===== src/rtl/ram_port_arbiter.sv =====
// Round-robin arbiter sharing one RAM port between requesters A and B.
// One access at a time: registered strobe, then wait out RD_LAT before returning read data.
module ram_port_arbiter #(
  parameter int AW     = 8,
  parameter int DW     = 8,
  parameter int RD_LAT = 1
) (
  input  logic          clk,
  input  logic          rst,
  input  logic          a_req,
  input  logic          a_wr,
  input  logic [AW-1:0] a_addr,
  input  logic [DW-1:0] a_wdata,
  output logic          a_gnt,
  output logic          a_rvalid,
  output logic [DW-1:0] a_rdata,
  input  logic          b_req,
  input  logic          b_wr,
  input  logic [AW-1:0] b_addr,
  input  logic [DW-1:0] b_wdata,
  output logic          b_gnt,
  output logic          b_rvalid,
  output logic [DW-1:0] b_rdata,
  output logic [AW-1:0] ram_add,
  output logic [DW-1:0] ram_din,
  output logic          ram_wr_en,
  output logic          ram_rd_en,
  input  logic [DW-1:0] ram_dout,
  output logic [1:0]    dbg_state_o
);

  typedef enum logic [1:0] {
    IDLE   = 2'd0,
    ACCESS = 2'd1,
    WAIT   = 2'd2
  } state_t;

  localparam logic [2:0] LAT = 3'(RD_LAT);

  // Handshake: a requester holds req and its fields stable until it sees gnt=1 for
  // one cycle; the access it asked for is then owned by the arbiter. req is only
  // looked at in IDLE, so a request raised while busy simply waits its turn.

  state_t          state_q;
  logic            last_b_q;   // 1 when the most recent grant went to B
  logic            win_b_q;    // owner of the in-flight access
  logic            wr_q;
  logic [2:0]      cnt_q;
  logic            a_gnt_q, b_gnt_q;
  logic            a_rvalid_q, b_rvalid_q;
  logic [DW-1:0]   a_rdata_q, b_rdata_q;
  logic [AW-1:0]   ram_add_q;
  logic [DW-1:0]   ram_din_q;
  logic            ram_wr_q, ram_rd_q;

  logic            pick_b;
  logic            sel_wr;
  logic [AW-1:0]   sel_addr;
  logic [DW-1:0]   sel_wdata;

  // On a tie the requester that did not win last time gets the port.
  always_comb begin
    pick_b    = b_req && (!a_req || !last_b_q);
    sel_wr    = pick_b ? b_wr    : a_wr;
    sel_addr  = pick_b ? b_addr  : a_addr;
    sel_wdata = pick_b ? b_wdata : a_wdata;
  end

  always_ff @(posedge clk) begin
    if (rst) begin
      state_q    <= IDLE;
      last_b_q   <= 1'b1;
      win_b_q    <= 1'b0;
      wr_q       <= 1'b0;
      cnt_q      <= 3'd0;
      a_gnt_q    <= 1'b0;
      b_gnt_q    <= 1'b0;
      a_rvalid_q <= 1'b0;
      b_rvalid_q <= 1'b0;
      a_rdata_q  <= '0;
      b_rdata_q  <= '0;
      ram_add_q  <= '0;
      ram_din_q  <= '0;
      ram_wr_q   <= 1'b0;
      ram_rd_q   <= 1'b0;
    end else begin
      a_gnt_q    <= 1'b0;
      b_gnt_q    <= 1'b0;
      a_rvalid_q <= 1'b0;
      b_rvalid_q <= 1'b0;
      ram_wr_q   <= 1'b0;
      ram_rd_q   <= 1'b0;
      case (state_q)
        IDLE: begin
          if (a_req || b_req) begin
            win_b_q   <= pick_b;
            last_b_q  <= pick_b;
            wr_q      <= sel_wr;
            ram_add_q <= sel_addr;
            ram_din_q <= sel_wdata;
            a_gnt_q   <= !pick_b;
            b_gnt_q   <= pick_b;
            ram_wr_q  <= sel_wr;
            ram_rd_q  <= !sel_wr;
            state_q   <= ACCESS;
          end
        end
        ACCESS: begin
          if (wr_q) begin
            state_q <= IDLE;
          end else if (LAT == 3'd0) begin
            // Zero-latency RAM: data is already on ram_dout at the end of the strobe.
            if (win_b_q) begin
              b_rdata_q  <= ram_dout;
              b_rvalid_q <= 1'b1;
            end else begin
              a_rdata_q  <= ram_dout;
              a_rvalid_q <= 1'b1;
            end
            state_q <= IDLE;
          end else begin
            cnt_q   <= LAT;
            state_q <= WAIT;
          end
        end
        WAIT: begin
          cnt_q <= cnt_q - 3'd1;
          if (cnt_q == 3'd1) begin
            if (win_b_q) begin
              b_rdata_q  <= ram_dout;
              b_rvalid_q <= 1'b1;
            end else begin
              a_rdata_q  <= ram_dout;
              a_rvalid_q <= 1'b1;
            end
            state_q <= IDLE;
          end
        end
        default: state_q <= IDLE;
      endcase
    end
  end

  assign a_gnt       = a_gnt_q;
  assign b_gnt       = b_gnt_q;
  assign a_rvalid    = a_rvalid_q;
  assign b_rvalid    = b_rvalid_q;
  assign a_rdata     = a_rdata_q;
  assign b_rdata     = b_rdata_q;
  assign ram_add     = ram_add_q;
  assign ram_din     = ram_din_q;
  assign ram_wr_en   = ram_wr_q;
  assign ram_rd_en   = ram_rd_q;
  assign dbg_state_o = state_q;

endmodule


===== config.mk =====
export PLATFORM = sky130hd
export DESIGN_NAME = ram_port_arbiter
export DESIGN_NICKNAME = d
export VERILOG_FILES = /design/src/rtl/ram_port_arbiter.sv
export SDC_FILE = /design/constraint.sdc
export NUM_CORES = 1
export LEC_CHECK = 0
export CAP_MARGIN = 20
export CELL_PAD_IN_SITES_DETAIL_PLACEMENT = 1
export CELL_PAD_IN_SITES_GLOBAL_PLACEMENT = 2
export CORE_AREA = 3 3 96 98
export CTS_CLUSTER_DIAMETER = 200
export CTS_CLUSTER_SIZE = 14
export DETAILED_ROUTE_END_ITERATION = 6
export DIE_AREA = 0 0 99 101
export PLACE_DENSITY_LB_ADDON = 0.08
export SYNTH_ARGS = -nofsm -noshare
export SYNTH_HDL_FRONTEND = slang
export SYNTH_SLANG_ARGS = --single-unit

===== constraint.sdc =====
create_clock -name clk -period 1.7 [get_ports clk]
set_input_delay 0.255 -clock clk [delete_from_list [all_inputs] [get_ports clk]]
set_output_delay 0.255 -clock clk [all_outputs]
set_load 0.05 [all_outputs]

### Word level (Yosys, flattened, before mapping)

Index checks and enable logic that the tools add are counted.

| storage, ports and cells | value |
|---|---|
| flip-flop bits (word level) | 46 |
| input port bits | 46 |
| output and inout port bits | 40 |
| logic and storage cells | 54 |

| cells by class | value |
|---|---|
| add/sub/neg operators | 1 |
| eq/ne operators | 6 |
| muxes and demuxes | 11 |
| bitwise gates (word level) | 5 |
| reductions and logical operators | 16 |

Operators by type and width:

| kind | count |
|---|---|
| two-way mux 8 bit | 2 |
| two-way mux 2 bit | 3 |
| inequality test 2 bit (second input constant) | 3 |
| one-hot mux 2 bit (3 select lines) | 1 |
| one-hot mux 3 bit (2 select lines) | 1 |
| AND reduction 2 bit | 3 |
| AND reduction 3 bit | 2 |
| OR reduction 3 bit | 2 |
| NOT 1 bit | 5 |
| logical NOT 1 bit | 4 |
| == test 3 x 1 -> 1 bit (second input constant) | 1 |
| two-way mux 1 bit | 3 |
| two-way mux 3 bit | 1 |
| subtractor 3 x 1 -> 3 bit (second input constant) | 1 |
| == test 2 x 1 -> 1 bit (second input constant) | 1 |
| == test 2 bit (second input constant) | 1 |
| logical NOT 2 bit | 1 |
| logical OR 1 bit | 2 |
| nonzero test 2 bit | 1 |
| logical AND 1 bit | 1 |

### Longest topological paths before layout

| depth | value |
|---|---|
| depth in word-level cells | 5 |
| gate-level depth with buffers | 6 |
| gate-level depth less buffers | 5 |

### Worst setup path after synthesis

Ideal clock, no wire load.

| timing | value |
|---|---|
| path kind | register -> register |
| start | reg state_q[1], in the netlist dbg_state_o[1] |
| end | reg b_rdata_q[3], in the netlist b_rdata[3] |
| library setup time | 0.121 ns |
| arrival time | 1.541 ns |
| required time | 1.579 ns |
| slack | 0.038 ns |
| stages on the path, launching flop included | 5 |
| buffers on the path | 1 |
| clock period less this slack | 1.662 ns |
| cell sequence | dfxtp_1 -> nand2b_1 -> or3_1 -> buf_2 -> mux2i_1 |

| on the way | value |
|---|---|
| word-level cells in the longest chain between the ends | 2 |

Ends and longest elaborated chain:

| element | RTL line | source |
|---|---|---|
| start, declared | 44 | `state_t state_q;` |
| start signal, assigned | 71 | `state_q <= IDLE;` |
| start signal, assigned | 105 | `state_q <= ACCESS;` |
| start signal, assigned | 110 | `state_q <= IDLE;` |
| == test 2 bit | 93 | `case (state_q)` |
| AND reduction 3 bit (no source line) | -- |  |
| end signal, assigned | 114 | `b_rdata_q <= ram_dout;` |
| end signal, assigned | 130 | `b_rdata_q <= ram_dout;` |
| end, declared | 51 | `logic [DW-1:0] a_rdata_q, b_rdata_q;` |

No other way between the ends.
A chain may end at the register's enable or synchronous reset.

### Final worst setup path

| timing | value |
|---|---|
| start | reg cnt_q[0] |
| end | reg b_rdata_q[4], in the netlist b_rdata[4] |

| on the way | value |
|---|---|
| word-level cells in the longest chain between the ends | 2 |

Ends and longest elaborated chain:

| element | RTL line | source |
|---|---|---|
| start, declared | 48 | `logic [2:0] cnt_q;` |
| start signal, assigned | 127 | `cnt_q <= cnt_q - 3'd1;` |
| == test 3 x 1 -> 1 bit | 128 | `if (cnt_q == 3'd1) begin` |
| AND reduction 3 bit (no source line) | -- |  |

No other way between the ends.

==> summary.txt <==
Run status
  – Status: completed

Synthesis
  – Compound-Gate Fraction of Synth Area: approximately 16%
  – Synthesized area per cell: approximately 9.0 µm²
  – Syn_nets: between 200 and 300
  – FF+latch count, synth: 46
  – Mux cell area share after synthesis: 8.77%
  – Register area share after synthesis: between 40% and 50%
  – Synthesized cell area: ~0.0019 mm²
  – Simple-gate portion of the synthesized area: between 20% and 30%
  – Adder-cell share of the synthesized area: 1.29%
  – Synth Instances: 215
  – Library cells used by synthesis: 30
  – Xor/xnor share of the synthesized area: less than 1%
  – Warnings, synthesis: 0
  – Largest family of logic cells by synthesized area: simple AND/OR/NAND/NOR gates

Run
  – Max Cap Viol: 0

Floorplanning
  – Die X-Extent: about 99 µm
  – Num rows: 34
  – IO Pins: 86
  – Chip height: 101 µm
  – Core Footprint: around 0.0086 mm²
  – Initial core utilization: 22.7%
  – Die area: about 0.01 mm²

Placed design
  – Port Buf Inserts: 85
  – DP Cell Count: 406
  – Placer Congestion: 0.703
  – Post-DP HPWL: 4470 µm
  – Pre-CTS setup slack: -0.0132 ns

Timing
  – Final Skew: roughly 0.0096 ns
  – Slew Viols, Final: 0
  – Final hold violation count: 0
  – Final setup TNS: 0 ns
  – Max-slew headroom: between 60% and 70%
  – RSZ-0062 raised after global routing: false
  – Final period utilization: ~87%
  – Min Tclk post-route: ~1.5 ns
  – Final setup margin: between 0.2 and 0.25 ns
  – Highest clock rate: 679 MHz
  – Slew @ Worst Pin: 0.570 ns
  – Final setup viols: 0

Cells and area
  – Most frequent cells in the layout: buf_4, dfxtp_1, clkdlybuf4s50_1, nand2_1, nand2b_1
  – Layout area overhead: 55.8%
  – Nets: around 350
  – Non-Filler Instances: between 400 and 500
  – Commonest non-fill, non-tap cell in the layout: buf_4
  – Share of layout cells above drive strength 1: 21.9%
  – Antenna Cells: 0
  – Utilization after layout: 35.4%

Clocking
  – Worst-Skew Late Latency: approximately 0.3 ns
  – CTS max path bufs: 2
  – TritonCTS clock tree: done
  – Clock sink count: 46
  – H-tree depth: 2
  – Post-CTS Hold Buffers: 0
  – Post_cts resized: 0
  – Reg clk slew, reported paths: 0.09 ns
  – Total CTS buffers: 5
  – CTS root buf: clkbuf_8
  – # Post-CTS Setup Buffers: 0

Route
  – Detailed Route Iter0 Violations: 17
  – Vias/cell: approximately 4.4
  – Met3 WL post-DR: just over 400 µm
  – Metal-1 WL: about 2800 µm
  – Met2 wire len: 2730 µm
  – Post-route ant nets: 0
  – WL/cell: about 15 µm
  – DR vias: about 1800
  – Total wire length: around 6000 µm
  – DRC: 0
  – DRT Pass-1 Iters: 4
  – Max layer used: met4

Power
  – Max VDD drop: around 0.35 mV
  – Comb pwr share: between 20% and 30%
  – Power Total: 0.00308 W
  – Sw Ratio: a little under a third
  – Sequential group share of total power: 39.8%
  – Sw power: between 0.0009 and 0.001 W
  – Clk pwr share: 32.8%
  – Internal Pwr Total: about 0.0021 W
  – Leak: ~1.3 nW
  – PwrDens: 1020 mW/mm²

Setup path
  – Critical path cell sequence: ha_1, nand2b_1, or3_1, mux2i_1
  – Crit-path max cell delay: 0.51 ns
  – Worst setup path class: reg2reg
  – Crit path launch type: register
  – Critical Path End Type: register
  – Crit Path Max Fanout: 6
  – Critical path required time: 1.88 ns
  – Worst EP arrival: ~1.7 ns
  – Worst path top cell family by delay: simple AND/OR/NAND/NOR gates
  – Crit path buf inv count: 0
  – Critical-path top delay cell: or3_1
  – Reg2Reg Setup Slack: about 0.23 ns

Global routing
  – Number of global-route vias before repair: approximately 1900
  – Aggregate global routing overflow: 0
  – Initial antenna violation count: 0
  – Total GRT Usage: between 10% and 20%
  – Largest net degree at the start of global routing: 39
  – First-pass GRT wire length: around 9700 µm

Worst hold path
  – HP Class: in2reg
[sequential cells by signal (all words and copies together) (netlist names)]
| name | count |
|---|---|
| dbg_state_o | 2 |
| ram_rd_en | 1 |
| a_rdata | 8 |
| win_b_q | 1 |
| b_rdata | 8 |
| ram_din | 8 |
| b_gnt | 1 |
| last_b_q | 1 |
| a_gnt | 1 |
| cnt_q | 3 |
| b_rvalid | 1 |
| wr_q | 1 |
| a_rvalid | 1 |
| ram_add | 8 |
| ram_wr_en | 1 |
[final cells by class]
type                       count  area, µm²
sequential                    46        921
fill                         978       5530
multi-input combinational    148        926
clock buffer                   6       82.6
inverter                       4       15.0
tap                          108        135
timing repair buffer         100        883
clock inverter                 2       60.1
[power groups by stage]
stage / clock network [W] / logic, W / registers (W)
floorplan: 0 / 0.000270 / 0.00148
global placement: 0 / 0.000857 / 0.00125
detailed placement: 0 / 0.000857 / 0.00125
CTS: 0.00107 / 0.000858 / 0.00123
global route: 0.00110 / 0.000917 / 0.00124
finish: 0.00101 / 0.000843 / 0.00123
[Yosys cell counts, drive strengths merged]
master    n  area (µm²)
nand2b   26         163
a21boi    1        11.3
inv       4        15.0
mux2i    17         170
clkbuf    7        26.3
and2      1        6.26
nor2b     1        6.26
ha        2        25.0
o21ai     2        10.0
xnor2     1        8.76
nor2      5        18.8
a31oi     1        6.26
and4b     1        10.0
nand3     1        5.00
a2111oi   1        8.76
a311oi   16         140
or2       1        6.26
nor3b     1        7.51
a21bo     1        10.0
buf      10        52.6
nor3      5        30.0
and3      1        6.26
a21oi    22         110
a21o      1        7.51
a211oi    1        7.51
or3       2        12.5
dfxtp    46         921
nand2    37         139
[path summary, 6_finish.rpt]
kind              cells past startpoint  startpoint    endpoint
setup / recovery                      4    cnt_q[0]  b_rdata[4]
hold / removal                        2         rst    a_rvalid
setup reg to reg                      4    cnt_q[0]  b_rdata[4]
hold reg to reg                       2  a_rdata[4]  a_rdata[4]
[worst reg2reg max path, stage by stage (launching register included)]
cell and delay (ns):
dfxtp_1 0.38, ha_1 0.16, nand2b_1 0.12, or3_1 0.52
mux2i_1 0.18
[logic make-up (layout without fill, tap and decap cells)]
kind of cell	Yosys count	in the layout
and+or+nand+nor	82	82
DFF	46	46
muxes	17	17
xor gates and xnor gates	1	1
adders and majority gates	2	2
buffers and inverters	21	112
AOI/OAI and AO/OA	46	46
[routing by layer]
layer	vias to the layer above	GRT usage, %
li1	920	-
met1	854	15.1
met2	59	20.4
met3	2	4.01
met4	0	3.15
met5	-	0
[stage by stage]
stage / hold slack (ns) / area, µm²
final: 0.442 / 3020
after global routing: 0.491 / 3020
after CTS: 0.429 / 3020
after detailed placement: 0.473 / 2880
after global placement: 0.466 / 2880
after floorplan: 0.394 / 1940
Power figures use the tool's default switching activity.
